--- src/rtl/irq_arbiter_pkg.sv ---
`default_nettype none
// ============================================================================
//  Module   : irq_arbiter_pkg
//  Brief    : Shared state encodings, source ids, default MSI vectors and the
//             vector-selection helper for the interrupt arbiter.
//  Revision : 1.0 - initial release
// ============================================================================
package irq_arbiter_pkg;

    // One-hot arbiter states
    typedef enum logic [3:0] {
        IRQ_IDLE  = 4'b0001,
        IRQ_ISSUE = 4'b0010,
        IRQ_ACK   = 4'b0100,
        IRQ_GAP   = 4'b1000
    } irq_state_t;

    // Source ids (also the encoding of last_grant)
    localparam logic SRC_RX = 1'b0;
    localparam logic SRC_TX = 1'b1;

    // Default vectors so both generators and the arbiter agree
    localparam int unsigned DEF_RX_VECTOR = 0;
    localparam int unsigned DEF_TX_VECTOR = 1;

    // Host may grant at most 2^5 = 32 vectors; larger codes are reserved
    localparam logic [2:0] MM_MAX = 3'd5;

    // MSI data for a vector: the vector itself if MSI is on and the vector
    // fits inside the host-granted range, otherwise vector 0.
    function automatic logic [7:0] irq_vec_sel(
        input logic [4:0] vec,
        input logic       msien,
        input logic [2:0] mmen
    );
        logic [2:0] mm;
        logic [5:0] lim;
        mm  = (mmen > MM_MAX) ? MM_MAX : mmen;
        lim = 6'd1 << mm;
        if (msien && ({1'b0, vec} < lim)) begin
            return {3'b000, vec};
        end
        return 8'h00;
    endfunction

endpackage
`default_nettype wire

--- src/rtl/irq_arbiter.sv ---
`default_nettype none
// ============================================================================
//  Module   : irq_arbiter
//  Brief    : Merges the rx and tx cfg_interrupt handshakes onto the single
//             PCIe endpoint interrupt port. Round-robin arbitration, per-source
//             MSI vector, enforced idle gap and stuck-handshake timeout.
//  Revision : 1.0 - initial release
// ============================================================================
module irq_arbiter
    import irq_arbiter_pkg::*;
#(
    parameter int unsigned RX_VECTOR = DEF_RX_VECTOR,
    parameter int unsigned TX_VECTOR = DEF_TX_VECTOR,
    parameter int unsigned MIN_GAP   = 4,
    parameter int unsigned TIMEOUT   = 1024
) (
    input  logic        clk,
    input  logic        reset,
    input  logic        rx_cfg_interrupt_n,
    output logic        rx_cfg_interrupt_rdy_n,
    input  logic        tx_cfg_interrupt_n,
    output logic        tx_cfg_interrupt_rdy_n,
    output logic        cfg_interrupt_n,
    input  logic        cfg_interrupt_rdy_n,
    output logic [7:0]  cfg_interrupt_di,
    input  logic        cfg_interrupt_msienable,
    input  logic [2:0]  cfg_interrupt_mmenable,
    output logic        irq_timeout_err,
    output logic [31:0] rx_irq_count,
    output logic [31:0] tx_irq_count
);

    localparam int unsigned TW = $clog2(TIMEOUT) + 1;

    localparam logic [4:0]    c_RX_VEC   = 5'(RX_VECTOR);
    localparam logic [4:0]    c_TX_VEC   = 5'(TX_VECTOR);
    localparam logic [TW-1:0] c_TO_LAST  = TW'(TIMEOUT - 1);
    localparam logic [7:0]    c_GAP_LAST = 8'(MIN_GAP - 1);

    irq_state_t    r_state,     w_state;
    logic          r_cfg_n,     w_cfg_n;
    logic [7:0]    r_di,        w_di;
    logic          r_rx_rdy_n,  w_rx_rdy_n;
    logic          r_tx_rdy_n,  w_tx_rdy_n;
    logic          r_err,       w_err;
    logic [31:0]   r_rx_cnt,    w_rx_cnt;
    logic [31:0]   r_tx_cnt,    w_tx_cnt;
    logic          r_last,      w_last;
    logic          r_cur,       w_cur;
    logic [TW-1:0] r_timer,     w_timer;
    logic [7:0]    r_gap,       w_gap;

    logic          w_rx_req;
    logic          w_tx_req;
    logic          w_sel;
    logic [4:0]    w_vec;
    logic [7:0]    w_di_sel;

    assign w_rx_req = ~rx_cfg_interrupt_n;
    assign w_tx_req = ~tx_cfg_interrupt_n;
    // Contention goes to the source that was not served last; otherwise the
    // lone requester (tx if tx alone, rx if rx alone).
    assign w_sel    = (w_rx_req & w_tx_req) ? ~r_last : w_tx_req;
    assign w_vec    = (w_sel == SRC_RX) ? c_RX_VEC : c_TX_VEC;
    assign w_di_sel = irq_vec_sel(w_vec, cfg_interrupt_msienable, cfg_interrupt_mmenable);

    // Next-state and next-output computation; every output is registered
    always_comb begin
        w_state    = r_state;
        w_cfg_n    = r_cfg_n;
        w_di       = r_di;
        w_rx_rdy_n = 1'b1;
        w_tx_rdy_n = 1'b1;
        w_err      = r_err;
        w_rx_cnt   = r_rx_cnt;
        w_tx_cnt   = r_tx_cnt;
        w_last     = r_last;
        w_cur      = r_cur;
        w_timer    = r_timer;
        w_gap      = r_gap;
        case (r_state)
            IRQ_IDLE: begin
                if (w_rx_req || w_tx_req) begin
                    w_cur   = w_sel;
                    w_last  = w_sel;
                    w_di    = w_di_sel;
                    w_cfg_n = 1'b0;
                    w_timer = '0;
                    w_state = IRQ_ISSUE;
                end
            end
            IRQ_ISSUE: begin
                if (!cfg_interrupt_rdy_n) begin
                    w_cfg_n = 1'b1;
                    w_state = IRQ_ACK;
                end else if (r_timer == c_TO_LAST) begin
                    // Core never accepted: abort, flag it, still ack requester
                    w_cfg_n = 1'b1;
                    w_err   = 1'b1;
                    w_state = IRQ_ACK;
                end else begin
                    w_timer = r_timer + 1'b1;
                end
            end
            IRQ_ACK: begin
                if (r_cur == SRC_RX) begin
                    w_rx_rdy_n = 1'b0;
                    w_rx_cnt   = r_rx_cnt + 32'd1;
                end else begin
                    w_tx_rdy_n = 1'b0;
                    w_tx_cnt   = r_tx_cnt + 32'd1;
                end
                w_gap   = 8'd0;
                w_state = IRQ_GAP;
            end
            IRQ_GAP: begin
                // Requests ignored here so the acked requester has released
                if (r_gap == c_GAP_LAST) begin
                    w_state = IRQ_IDLE;
                end else begin
                    w_gap = r_gap + 8'd1;
                end
            end
            default: begin
                w_state = IRQ_IDLE;
                w_cfg_n = 1'b1;
            end
        endcase
    end

    // State and output registers with synchronous reset
    always_ff @(posedge clk) begin
        if (reset) begin
            r_state    <= IRQ_IDLE;
            r_cfg_n    <= 1'b1;
            r_di       <= 8'h00;
            r_rx_rdy_n <= 1'b1;
            r_tx_rdy_n <= 1'b1;
            r_err      <= 1'b0;
            r_rx_cnt   <= 32'd0;
            r_tx_cnt   <= 32'd0;
            r_last     <= SRC_TX;
            r_cur      <= SRC_RX;
            r_timer    <= '0;
            r_gap      <= 8'd0;
        end else begin
            r_state    <= w_state;
            r_cfg_n    <= w_cfg_n;
            r_di       <= w_di;
            r_rx_rdy_n <= w_rx_rdy_n;
            r_tx_rdy_n <= w_tx_rdy_n;
            r_err      <= w_err;
            r_rx_cnt   <= w_rx_cnt;
            r_tx_cnt   <= w_tx_cnt;
            r_last     <= w_last;
            r_cur      <= w_cur;
            r_timer    <= w_timer;
            r_gap      <= w_gap;
        end
    end

    assign cfg_interrupt_n        = r_cfg_n;
    assign cfg_interrupt_di       = r_di;
    assign rx_cfg_interrupt_rdy_n = r_rx_rdy_n;
    assign tx_cfg_interrupt_rdy_n = r_tx_rdy_n;
    assign irq_timeout_err        = r_err;
    assign rx_irq_count           = r_rx_cnt;
    assign tx_irq_count           = r_tx_cnt;

endmodule
`default_nettype wire

--- config.mk ---
export PLATFORM = sky130hd
export DESIGN_NAME = irq_arbiter
export DESIGN_NICKNAME = d
export VERILOG_FILES = /design/src/rtl/irq_arbiter_pkg.sv /design/src/rtl/irq_arbiter.sv
export SDC_FILE = /design/constraint.sdc
export NUM_CORES = 1
export LEC_CHECK = 0
export BUFFER_PORTS_ARGS = -buffer_cell sky130_fd_sc_hd__buf_2
export CORE_MARGIN = 5
export CORE_UTILIZATION = 57
export CTS_BUF_LIST = sky130_fd_sc_hd__clkbuf_4
export DETAILED_ROUTE_END_ITERATION = 10
export PLACE_DENSITY = 0.82
export RECOVER_POWER = 100
export SLEW_MARGIN = 20
export SYNTH_ARGS = -nofsm -noshare
export SYNTH_HDL_FRONTEND = slang
export SYNTH_SLANG_ARGS = --single-unit
--- constraint.sdc ---
create_clock -name clk -period 3.1 [get_ports clk]
set_input_delay 0.62 -clock clk [delete_from_list [all_inputs] [get_ports clk]]
set_output_delay 0.62 -clock clk [all_outputs]
set_load 0.02 [all_outputs]
==> results.sh, run 1 <==
export IMPL_outcome="complete, no violations"
export IMPL_via_per_instance_ratio=5.73
export IMPL_root_buffer="clkbuf_4"
export IMPL_clk_pin_slew_worst_paths_ns=0.14
export IMPL_stdcell_count=699
export IMPL_max_cap_viol_count=0
export IMPL_final_cell_mix="94 x dfxtp_1, 70 x clkbuf_1, 63 x nor2_1"
export IMPL_p_sw_share_pct=26.7
export IMPL_ys_ff_latch=94
export IMPL_end_kind="flip-flop"
export IMPL_ys_flop_type="dfxtp_1"
export IMPL_detail_route_first_pass_iterations=4
export IMPL_power_switching_mw=0.520
export IMPL_setup_tns_ns=0
export IMPL_number_of_gates_given_a_new_drive_strength_after_cts=0
export IMPL_synth_top_cell_by_area="dfxtp_1"
export IMPL_maxClockFrequency_mhz=382
export IMPL_grt_util_all_layers_pct=20.9
export IMPL_ff2ff_setup_slack_ns=0.49
export IMPL_min_period_over_period_pct=84.4
export IMPL_drc=0
export IMPL_place_congestion=0.863
export IMPL_nNetsFinal=605
export IMPL_cts_tree="built"
export IMPL_number_of_antenna_cells_inserted=0
export IMPL_grt_pass1_wl_um=17000
export IMPL_grt_start_max_net_pins=77
export IMPL_dieWidth_um=98.0
export IMPL_layout_area_overhead_vs_synth_pct=9.19
export IMPL_pwr_share_comb_pct=5.5
export IMPL_ant_nets=0
export IMPL_async_set_reset_flop_share_out_of_synthesis_pct=0
export IMPL_cts_hold_buffers=0
export IMPL_worst_pin_slew_ns=0.838
export IMPL_critPathRequiredTime_ns=3.46
export IMPL_power_density_nw_per_um2=405
export IMPL_core_region_area_um2=7650
export IMPL_criticalPathCategory="flip-flop to flip-flop"
export IMPL_leakage_component_of_the_power_nw=1.61
export IMPL_place_detailed_hpwl_um=7050
export IMPL_number_of_placed_cells_counting_well_taps=683
export IMPL_layout_commonest_cell="dfxtp_1"
export IMPL_finalWorstPathRequiredPeriod_ns=2.61
export IMPL_pwr_share_seq_pct=63.6
export IMPL_clock_latency_on_the_worst_skew_pair_ns=0.46
export IMPL_finalSetupViolCount=0
export IMPL_relSlewSlack_pct=43.3
export IMPL_power_report_internal_total_mw=1.43
export IMPL_routed_via_count=4005
export IMPL_post_cts_buffers=0
export IMPL_detailedRoute_firstIterationViolations=226
export IMPL_edff_count_synth=0
export IMPL_startpoint_class_of_the_critical_path="flip-flop"
export IMPL_synthesis_instances=523
export IMPL_final_setup_skew_ns=0.0298
export IMPL_slew_viol_final=0
export IMPL_r2r_end="rx_irq_count[26]$_SDFFE_PP0P_"
export IMPL_ys_top_cells_by_area="dfxtp_1 43%, nor2_1 5.4%, xor2_1 5.4%"
export IMPL_grt_overflow_total=0
export IMPL_sequential_to_total_area_share_from_yosys_stat_pct=42.7
export IMPL_unrepaired_setup_endpoints_after_global_routing="no"
export IMPL_numCtsBuffers=9
export IMPL_grt_antenna_before_repair=0
export IMPL_syn_avg_cell_area_um2=8.44
export IMPL_yosysTopAreaCellShare_pct=42.7
export IMPL_worst_ir_drop_vdd_mv=0.229
export IMPL_startpoint="r_state[2]$_SDFFE_PP0P_"
export IMPL_syn_area_um2=4410
export IMPL_portBuffers=77
export IMPL_tritoncts_sink_count=94
export IMPL_hold_viol_final=0
export IMPL_die_y_um=98.0
export IMPL_ys_types=54
export IMPL_p_clk_share_pct=30.8
export IMPL_cp_endpoint="rx_irq_count[26]$_SDFFE_PP0P_"
export IMPL_yosysWarnings=0
export IMPL_worstHoldPathType="input pin to flip-flop"
export IMPL_dieArea_um2=9600
export IMPL_total_power_mw=1.95
export IMPL_r2r_start="r_state[2]$_SDFFE_PP0P_"
export IMPL_path_max_fanout=13
export IMPL_floorplan_initialDensity_pct=57.7
export IMPL_final_layout_size_suffix_gt1_share_pct=6.53
export IMPL_cts_root_to_sink_buffers=2
export IMPL_h_tree_level_count=3
export IMPL_wirelength_um=10000
export IMPL_grt_pass1_vias=3616
export IMPL_rr_worst_depth=5
export IMPL_io_pin_count=85
export IMPL_route_detailed_wl_per_inst_um=14.3
export IMPL_cp_arrival_ns=2.97
export IMPL_row_count=32
## cell families (layout without fill, tap and decap cells)
kind of cell	count (synthesis)	in the layout	synth area share (%)
AO/OA/AOI/OAI	80	80	10.3
XOR/XNOR	45	45	8.93
adder cells (fa/ha/maj)	4	4	1.13
buffers and inverters	41	109	4.40
flip-flops	94	94	42.7
multiplexers	4	4	0.993
other	1	7	0.0850
AND/OR/NAND/NOR	254	254	31.5
## metrics by stage
stage	utilization [%]	instance area (µm²)	hold WS [ns]	setup slack [ns]
4_1_cts	64.7	4940	0.414	0.548
3_3_place_gp	63.1	4820	0.426	0.638
3_5_place_dp	63.1	4820	0.439	0.571
5_1_grt	63.0	4820	0.449	0.253
2_1_floorplan	-	4430	0.423	0.914
6_report	63.0	4820	0.423	0.485
## cell type report
type | instances | area, µm²
well taps | 102 | 128
clock inverters | 6 | 45.0
multi-input cells | 394 | 2320
flip-flops and latches | 94 | 1880
repair buffers | 80 | 318
clock buffers | 10 | 75.1
inverters | 13 | 48.8
fillers | 704 | 2830
## power groups by stage
stage,clock (mW),combinational (mW),sequential [mW]
2_1_floorplan,0,0.0979,1.26
3_3_place_gp,0,0.106,1.26
3_5_place_dp,0,0.109,1.27
4_1_cts,0.621,0.110,1.24
5_1_grt,0.669,0.120,1.24
6_report,0.601,0.108,1.24
## how the worst min path moves through the flow
stage	startpoint	endpoint	slack, ns	depth (start not counted)
6_report	tx_cfg_interrupt_n	r_last$_SDFFE_PP1P_	0.42	2
4_1_cts	tx_cfg_interrupt_n	r_last$_SDFFE_PP1P_	0.41	2
2_1_floorplan	r_timer[10]$_SDFFE_PP0P_	r_timer[10]$_SDFFE_PP0P_	0.42	1
3_3_place_gp	r_timer[10]$_SDFFE_PP0P_	r_timer[10]$_SDFFE_PP0P_	0.43	1
5_1_grt	cfg_interrupt_msienable	cfg_interrupt_di[0]$_SDFFE_PP0P_	0.45	3
3_5_place_dp	r_timer[10]$_SDFFE_PP0P_	r_timer[10]$_SDFFE_PP0P_	0.44	1
## state kept, by name, summed over array words and instances (netlist names), 4 cells and up
register,cells
r_gap,8
r_state,4
tx_irq_count,32
r_timer,11
rx_irq_count,32
## Yosys cell counts, drive strengths merged (15+ instances only)
cell    number
nand4       28
xor2        27
or3         25
xnor2       18
dfxtp       94
nor2        63
a21oi       34
o21ai       29
clkbuf      15
nand2       42
nand3       29
## metal layers
metal / part of all wire (%) / wire length (µm) / vias to the layer above / global-route usage [%]
met3: 5.2 / 523 / 13 / 4.57
met2: 47 / 4710 / 97 / 33.6
met1: 46 / 4610 / 1902 / 27.9
li1: - / - / 1993 / -
met5: 0 / 0 / - / 0
met4: 1.6 / 162 / 0 / 6.92
## worst max-delay path, cell delays in order (launching register included)
cell and delay (ns):
dfxtp_1 0.56, or4b_4 0.62, nor4_4 0.40, nor3b_2 0.51
nand4_1 0.16, mux2_2 0.30
No activity file was read; power rests on OpenSTA's default activity.
==> run 2, diff against run 1 <==
--- a/config.mk
+++ b/config.mk
@@ -7,10 +7,10 @@
 export LEC_CHECK = 0
 export BUFFER_PORTS_ARGS = -buffer_cell sky130_fd_sc_hd__buf_2
 export CORE_MARGIN = 5
-export CORE_UTILIZATION = 57
+export CORE_UTILIZATION = 52
 export CTS_BUF_LIST = sky130_fd_sc_hd__clkbuf_4
 export DETAILED_ROUTE_END_ITERATION = 10
-export PLACE_DENSITY = 0.82
+export PLACE_DENSITY = 0.79
 export RECOVER_POWER = 100
 export SLEW_MARGIN = 20
 export SYNTH_ARGS = -nofsm -noshare
==> constraint.sdc (replaced) <==
create_clock -name clk -period 2.1 [get_ports clk]
set_input_delay 0.42 -clock clk [delete_from_list [all_inputs] [get_ports clk]]
set_output_delay 0.42 -clock clk [all_outputs]
set_load 0.02 [all_outputs]
==> run 2 against run 1 <==
  * Setup slack got worse by 0.46 ns
  * Maximum frequency rose by 26%
  * Clock skew fell by 0.016 ns
==> results.sh, run 2 (synthesized netlist as in run 1, its figures left out) <==
export IMPL_end_kind="flip-flop"
export IMPL_row_count=33
export IMPL_dieArea_um2=10400
export IMPL_critPathRequiredTime_ns=2.42
export IMPL_detail_route_first_pass_iterations=7
export IMPL_startpoint_class_of_the_critical_path="flip-flop"
export IMPL_grt_pass1_wl_um=16700
export IMPL_min_period_over_period_pct=98.7
export IMPL_final_cell_mix="92 x dfxtp_1, 63 x nor2_1, 47 x clkbuf_1"
export IMPL_cp_arrival_ns=2.39
export IMPL_maxClockFrequency_mhz=483
export IMPL_worst_ir_drop_vdd_mv=0.428
export IMPL_clk_pin_slew_worst_paths_ns=0.13
export IMPL_path_max_fanout=7
export IMPL_outcome="complete, no violations"
export IMPL_layout_cell_area_non_filler_um2=5240
export IMPL_power_density_nw_per_um2=563
export IMPL_route_detailed_wl_per_inst_um=14.5
export IMPL_unrepaired_setup_endpoints_after_global_routing="yes"
export IMPL_grt_start_max_net_pins=59
export IMPL_ant_nets=0
export IMPL_root_buffer="clkbuf_4"
export IMPL_grt_overflow_total=0
export IMPL_worstHoldPathType="input pin to flip-flop"
export IMPL_routed_via_count=4181
export IMPL_via_per_instance_ratio=5.70
export IMPL_cts_tree="built"
export IMPL_place_detailed_hpwl_um=7430
export IMPL_tritoncts_sink_count=94
export IMPL_portBuffers=77
export IMPL_core_region_area_um2=8260
export IMPL_die_y_um=102
export IMPL_grt_pass1_vias=3808
export IMPL_floorplan_initialDensity_pct=53.4
export IMPL_dieWidth_um=102
export IMPL_wirelength_um=10700
export IMPL_cts_hold_buffers=0
export IMPL_cts_root_to_sink_buffers=2
export IMPL_numCtsBuffers=9
export IMPL_whs_ns=0.280
export IMPL_h_tree_level_count=3
export IMPL_leakage_component_of_the_power_nw=1.94
export IMPL_nNetsFinal=639
export IMPL_place_congestion=0.837
export IMPL_slew_viol_final=0
export IMPL_criticalPathCategory="flip-flop to flip-flop"
export IMPL_drc=0
export IMPL_final_setup_skew_ns=0.0136
export IMPL_grt_antenna_before_repair=0
export IMPL_number_of_antenna_cells_inserted=0
export IMPL_detailedRoute_firstIterationViolations=155
export IMPL_stdcell_count=734
export IMPL_hold_viol_final=0
export IMPL_layout_commonest_cell="dfxtp_1"
export IMPL_placed_cell_area_um2=5030
export IMPL_grt_util_all_layers_pct=19.5
export IMPL_max_cap_viol_count=0
export IMPL_finalWorstPathRequiredPeriod_ns=2.07
export IMPL_final_layout_size_suffix_gt1_share_pct=17.6
export IMPL_clock_latency_on_the_worst_skew_pair_ns=0.44
export IMPL_total_power_mw=2.95
export IMPL_relSlewSlack_pct=59.8
export IMPL_number_of_placed_cells_counting_well_taps=713
export IMPL_layout_area_overhead_vs_synth_pct=18.9
export IMPL_io_pin_count=85
export IMPL_fillers=706
export IMPL_finalSetupViolCount=0
export IMPL_worst_pin_slew_ns=0.603
run 2: cell types whose count changed in the layout (fill, tap and decap cells not counted), sizes merged:
cell / previous run / this run
bufinv: 0 / 1
buf: 10 / 67
inv: 15 / 13
clkbuf: 80 / 56
run 2: worst paths after layout:
kind,from,end,slack (ns),cells past startpoint
worst max-delay path,r_state[1]$_SDFFE_PP0P_,rx_irq_count[13]$_SDFFE_PP0P_,0.03,7
worst min-delay path,cfg_interrupt_rdy_n,irq_timeout_err$_SDFFE_PP0P_,0.28,3
worst max register to register,r_state[1]$_SDFFE_PP0P_,rx_irq_count[13]$_SDFFE_PP0P_,0.03,7
worst min register to register,r_timer[10]$_SDFFE_PP0P_,r_timer[10]$_SDFFE_PP0P_,0.47,1
run 2: metrics by stage:
step | setup WS (ns) | TNS [ns] | util (%)
floorplan | 0.00780 | 0 | -
detailed placement | 0.00757 | 0 | 60.9
global placement | 0.0501 | 0 | 60.9
finish | 0.0276 | 0 | 63.5
CTS | 0.0107 | 0 | 62.5
global route | -0.0903 | -0.461 | 63.5
run 2: area by class of cell:
class | instances | area (µm²) | area share [%]
Inverter | 13 | 48.8 | 0.931
Clock buffer | 9 | 67.6 | 1.29
Tap cell | 105 | 131 | 2.51
Sequential cell | 94 | 1890 | 36.0
Clock inverter | 5 | 52.6 | 1.00
Multi-Input combinational cell | 394 | 2440 | 46.6
Timing Repair Buffer | 114 | 612 | 11.7
run 2: report_power, final:
| group | total [mW] | switching [mW] | internal, mW |
|---|---|---|---|
| clock | 0.915 | 0.573 | 0.343 |
| sequential | 1.82 | 0.0170 | 1.80 |
| combinational | 0.217 | 0.141 | 0.0755 |
| total | 2.95 | 0.731 | 2.22 |
run 2: critical path, stage by stage, from the launching register on:
cell and delay [ns]:
dfxtp_4 0.39, or4b_4 0.61, buf_4 0.21, nor4_2 0.29, buf_4 0.18, nand3_1 0.09
xor2_1 0.15, nor2_1 0.05
run 2: repair_timing:
item	in CTS	in global routing
gates resized for setup	1	21
endpoints found under the setup margin	3	39
pin swaps	1	12
buffers inserted	2	5
run 2: per-layer routing:
layer  GRT usage [%]  routed length, µm
met2            32.1               5140
met5               0                  0
met3            4.44                716
met1            25.4               4670
met4            6.36                150
==> run 3, diff against run 2 <==
--- a/config.mk
+++ b/config.mk
@@ -6,12 +6,14 @@
 export NUM_CORES = 1
 export LEC_CHECK = 0
 export BUFFER_PORTS_ARGS = -buffer_cell sky130_fd_sc_hd__buf_2
+export CORE_ASPECT_RATIO = 1.5
 export CORE_MARGIN = 5
 export CORE_UTILIZATION = 52
 export CTS_BUF_LIST = sky130_fd_sc_hd__clkbuf_4
 export DETAILED_ROUTE_END_ITERATION = 10
 export PLACE_DENSITY = 0.79
 export RECOVER_POWER = 100
+export SETUP_SLACK_MARGIN = 0.2
 export SLEW_MARGIN = 20
 export SYNTH_ARGS = -nofsm -noshare
 export SYNTH_HDL_FRONTEND = slang
==> run 3 against run 2 <==
  * The flow now finishes with violations (setup timing)
  * Cell area grew 10%
  * Setup slack got worse by 0.074 ns
  * Count of clock-buffer cells in the layout rose by 1
  * Utilization up 5.7 points
  * Combinational power increased by 53%
  * Sequential share of layout area fell by 3.2 points
  * Clock skew rose by 0.012 ns
  * Largest power group unchanged
==> results.sh, run 3 (synthesized netlist as in run 1, its figures left out) <==
export IMPL_dieWidth_um=85.2
export IMPL_final_cell_mix="86 x dfxtp_1, 62 x nor2_1, 46 x buf_4"
export IMPL_detail_route_first_pass_iterations=5
export IMPL_path_max_fanout=6
export IMPL_routed_via_count=4452
export IMPL_end_kind="flip-flop"
export IMPL_drc=0
export IMPL_layout_area_overhead_vs_synth_pct=31.1
export IMPL_outcome="finished, violations left"
export IMPL_root_buffer="clkbuf_4"
export IMPL_criticalPathCategory="flip-flop to flip-flop"
export IMPL_h_tree_level_count=3
export IMPL_portBuffers=77
export IMPL_max_cap_viol_count=0
export IMPL_grt_overflow_total=0
export IMPL_layout_commonest_cell="dfxtp_1"
export IMPL_startpoint_class_of_the_critical_path="flip-flop"
export IMPL_critPathRequiredTime_ns=2.48
export IMPL_grt_util_all_layers_pct=21.5
export IMPL_route_detailed_wl_per_inst_um=16.5
export IMPL_place_congestion=0.855
export IMPL_wirelength_um=12600
export IMPL_min_period_over_period_pct=102
export IMPL_core_region_area_um2=8360
export IMPL_place_detailed_hpwl_um=7620
export IMPL_failed_checks="setup timing"
export IMPL_grt_antenna_before_repair=1
export IMPL_nNetsFinal=666
export IMPL_detailedRoute_firstIterationViolations=311
export IMPL_worst_ir_drop_vdd_mv=0.476
export IMPL_final_layout_size_suffix_gt1_share_pct=30.6
export IMPL_via_per_instance_ratio=5.83
export IMPL_unrepaired_setup_endpoints_after_global_routing="yes"
export IMPL_die_y_um=123
export IMPL_finalWorstPathRequiredPeriod_ns=2.15
export IMPL_io_pin_count=85
export IMPL_cts_root_to_sink_buffers=2
export IMPL_hold_viol_final=0
export IMPL_cp_arrival_ns=2.53
export IMPL_clock_latency_on_the_worst_skew_pair_ns=0.44
export IMPL_relSlewSlack_pct=53.2
export IMPL_grt_start_max_net_pins=64
export IMPL_slew_viol_final=0
export IMPL_worst_pin_slew_ns=0.702
export IMPL_worstHoldPathType="input pin to flip-flop"
export IMPL_final_setup_skew_ns=0.0251
export IMPL_ant_nets=0
export IMPL_dieArea_um2=10500
export IMPL_tritoncts_sink_count=94
export IMPL_dp_worst_setup_slack_ns=-0.0115
export IMPL_numCtsBuffers=9
export IMPL_fin_ws_ns=-0.0467
export IMPL_power_density_nw_per_um2=510
export IMPL_grt_pass1_vias=4017
export IMPL_floorplan_initialDensity_pct=52.8
export IMPL_clk_pin_slew_worst_paths_ns=0.13
export IMPL_row_count=41
export IMPL_finalSetupViolCount=5
export IMPL_setup_tns_ns=-0.0969
export IMPL_cts_tree="built"
export IMPL_maxClockFrequency_mhz=466
export IMPL_leakage_component_of_the_power_nw=2.24
export IMPL_grt_pass1_wl_um=18600
==> run 3: cell count changes in the layout (fill, tap and decap cells not counted), moves of 7 or more <==
cell / change
clkbuf_1: -12
a21oi_1: -15
o21ai_1: +7
o21ai_0: -9
a21oi_2: +15
buf_4: +11
buf_6: +10
buf_2: +14
==> run 3: worst max-delay path, stage by stage (launching register included) <==
cell and delay [ns]:
dfxtp_2 0.36, or4b_4 0.61, buf_6 0.15, nor3_2 0.13, nand4_1 0.17, buf_6 0.18
or3_4 0.36, a21oi_2 0.14
==> run 3: layout make-up <==
cell class | count | area, µm²
multi-input combinational | 396 | 2750
fill | 645 | 2580
sequential | 94 | 1900
timing repair buffer | 139 | 862
tap | 107 | 134
clock buffer | 10 | 75.1
inverter | 13 | 48.8
clock inverter | 4 | 16.3
antenna | 1 | 2.50
==> run 3: repair_timing <==
action,4_1_cts,5_1_grt
cloned,3,0
gates resized for setup,27,79
pin swaps,16,29
hold buffers,0,0
buffers inserted,21,13
endpoints found under the setup margin,44,68
==> run 3: power by group <==
part | internal, mW | leakage (nW) | switching (mW)
clock | 0.232 | 0.0546 | 0.562
sequential | 1.80 | 0.762 | 0.0206
combinational | 0.137 | 1.43 | 0.195
total | 2.17 | 2.24 | 0.777
==> run 3: stage by stage <==
| stage | instances | power (mW) | util, % | cell area [µm²] | hold slack (ns) |
|---|---|---|---|---|---|
| 2_1_floorplan | 529 | 2.00 | - | 4480 | 0.423 |
| 3_3_place_gp | 712 | 2.05 | 60.3 | 5040 | 0.427 |
| 3_5_place_dp | 712 | 2.06 | 60.3 | 5040 | 0.433 |
| 4_1_cts | 750 | 2.87 | 64.6 | 5400 | 0.255 |
| 5_1_grt | 764 | 3.07 | 69.2 | 5780 | 0.280 |
| 6_report | 764 | 2.95 | 69.2 | 5780 | 0.277 |
==> run 3: path summary, 6_finish.rpt <==
check	startpoint	endpoint	slack, ns	cells past startpoint
worst min register to register	r_timer[10]$_SDFFE_PP0P_	r_timer[10]$_SDFFE_PP0P_	0.48	1
worst max-delay path	r_state[3]$_SDFFE_PP0P_	rx_irq_count[27]$_SDFFE_PP0P_	-0.05	7
worst max register to register	r_state[3]$_SDFFE_PP0P_	rx_irq_count[27]$_SDFFE_PP0P_	-0.05	7
worst min-delay path	cfg_interrupt_rdy_n	irq_timeout_err$_SDFFE_PP0P_	0.28	3
==> run 3: layer usage <==
metal  vias to the layer above  global-route usage [%]  share of wire, %
met5                         -                       0                 0
li1                       2113                       -                 -
met1                      2139                    25.5                39
met3                        31                    3.63               5.2
met4                         0                    8.61               2.9
met2                       169                    38.3                53
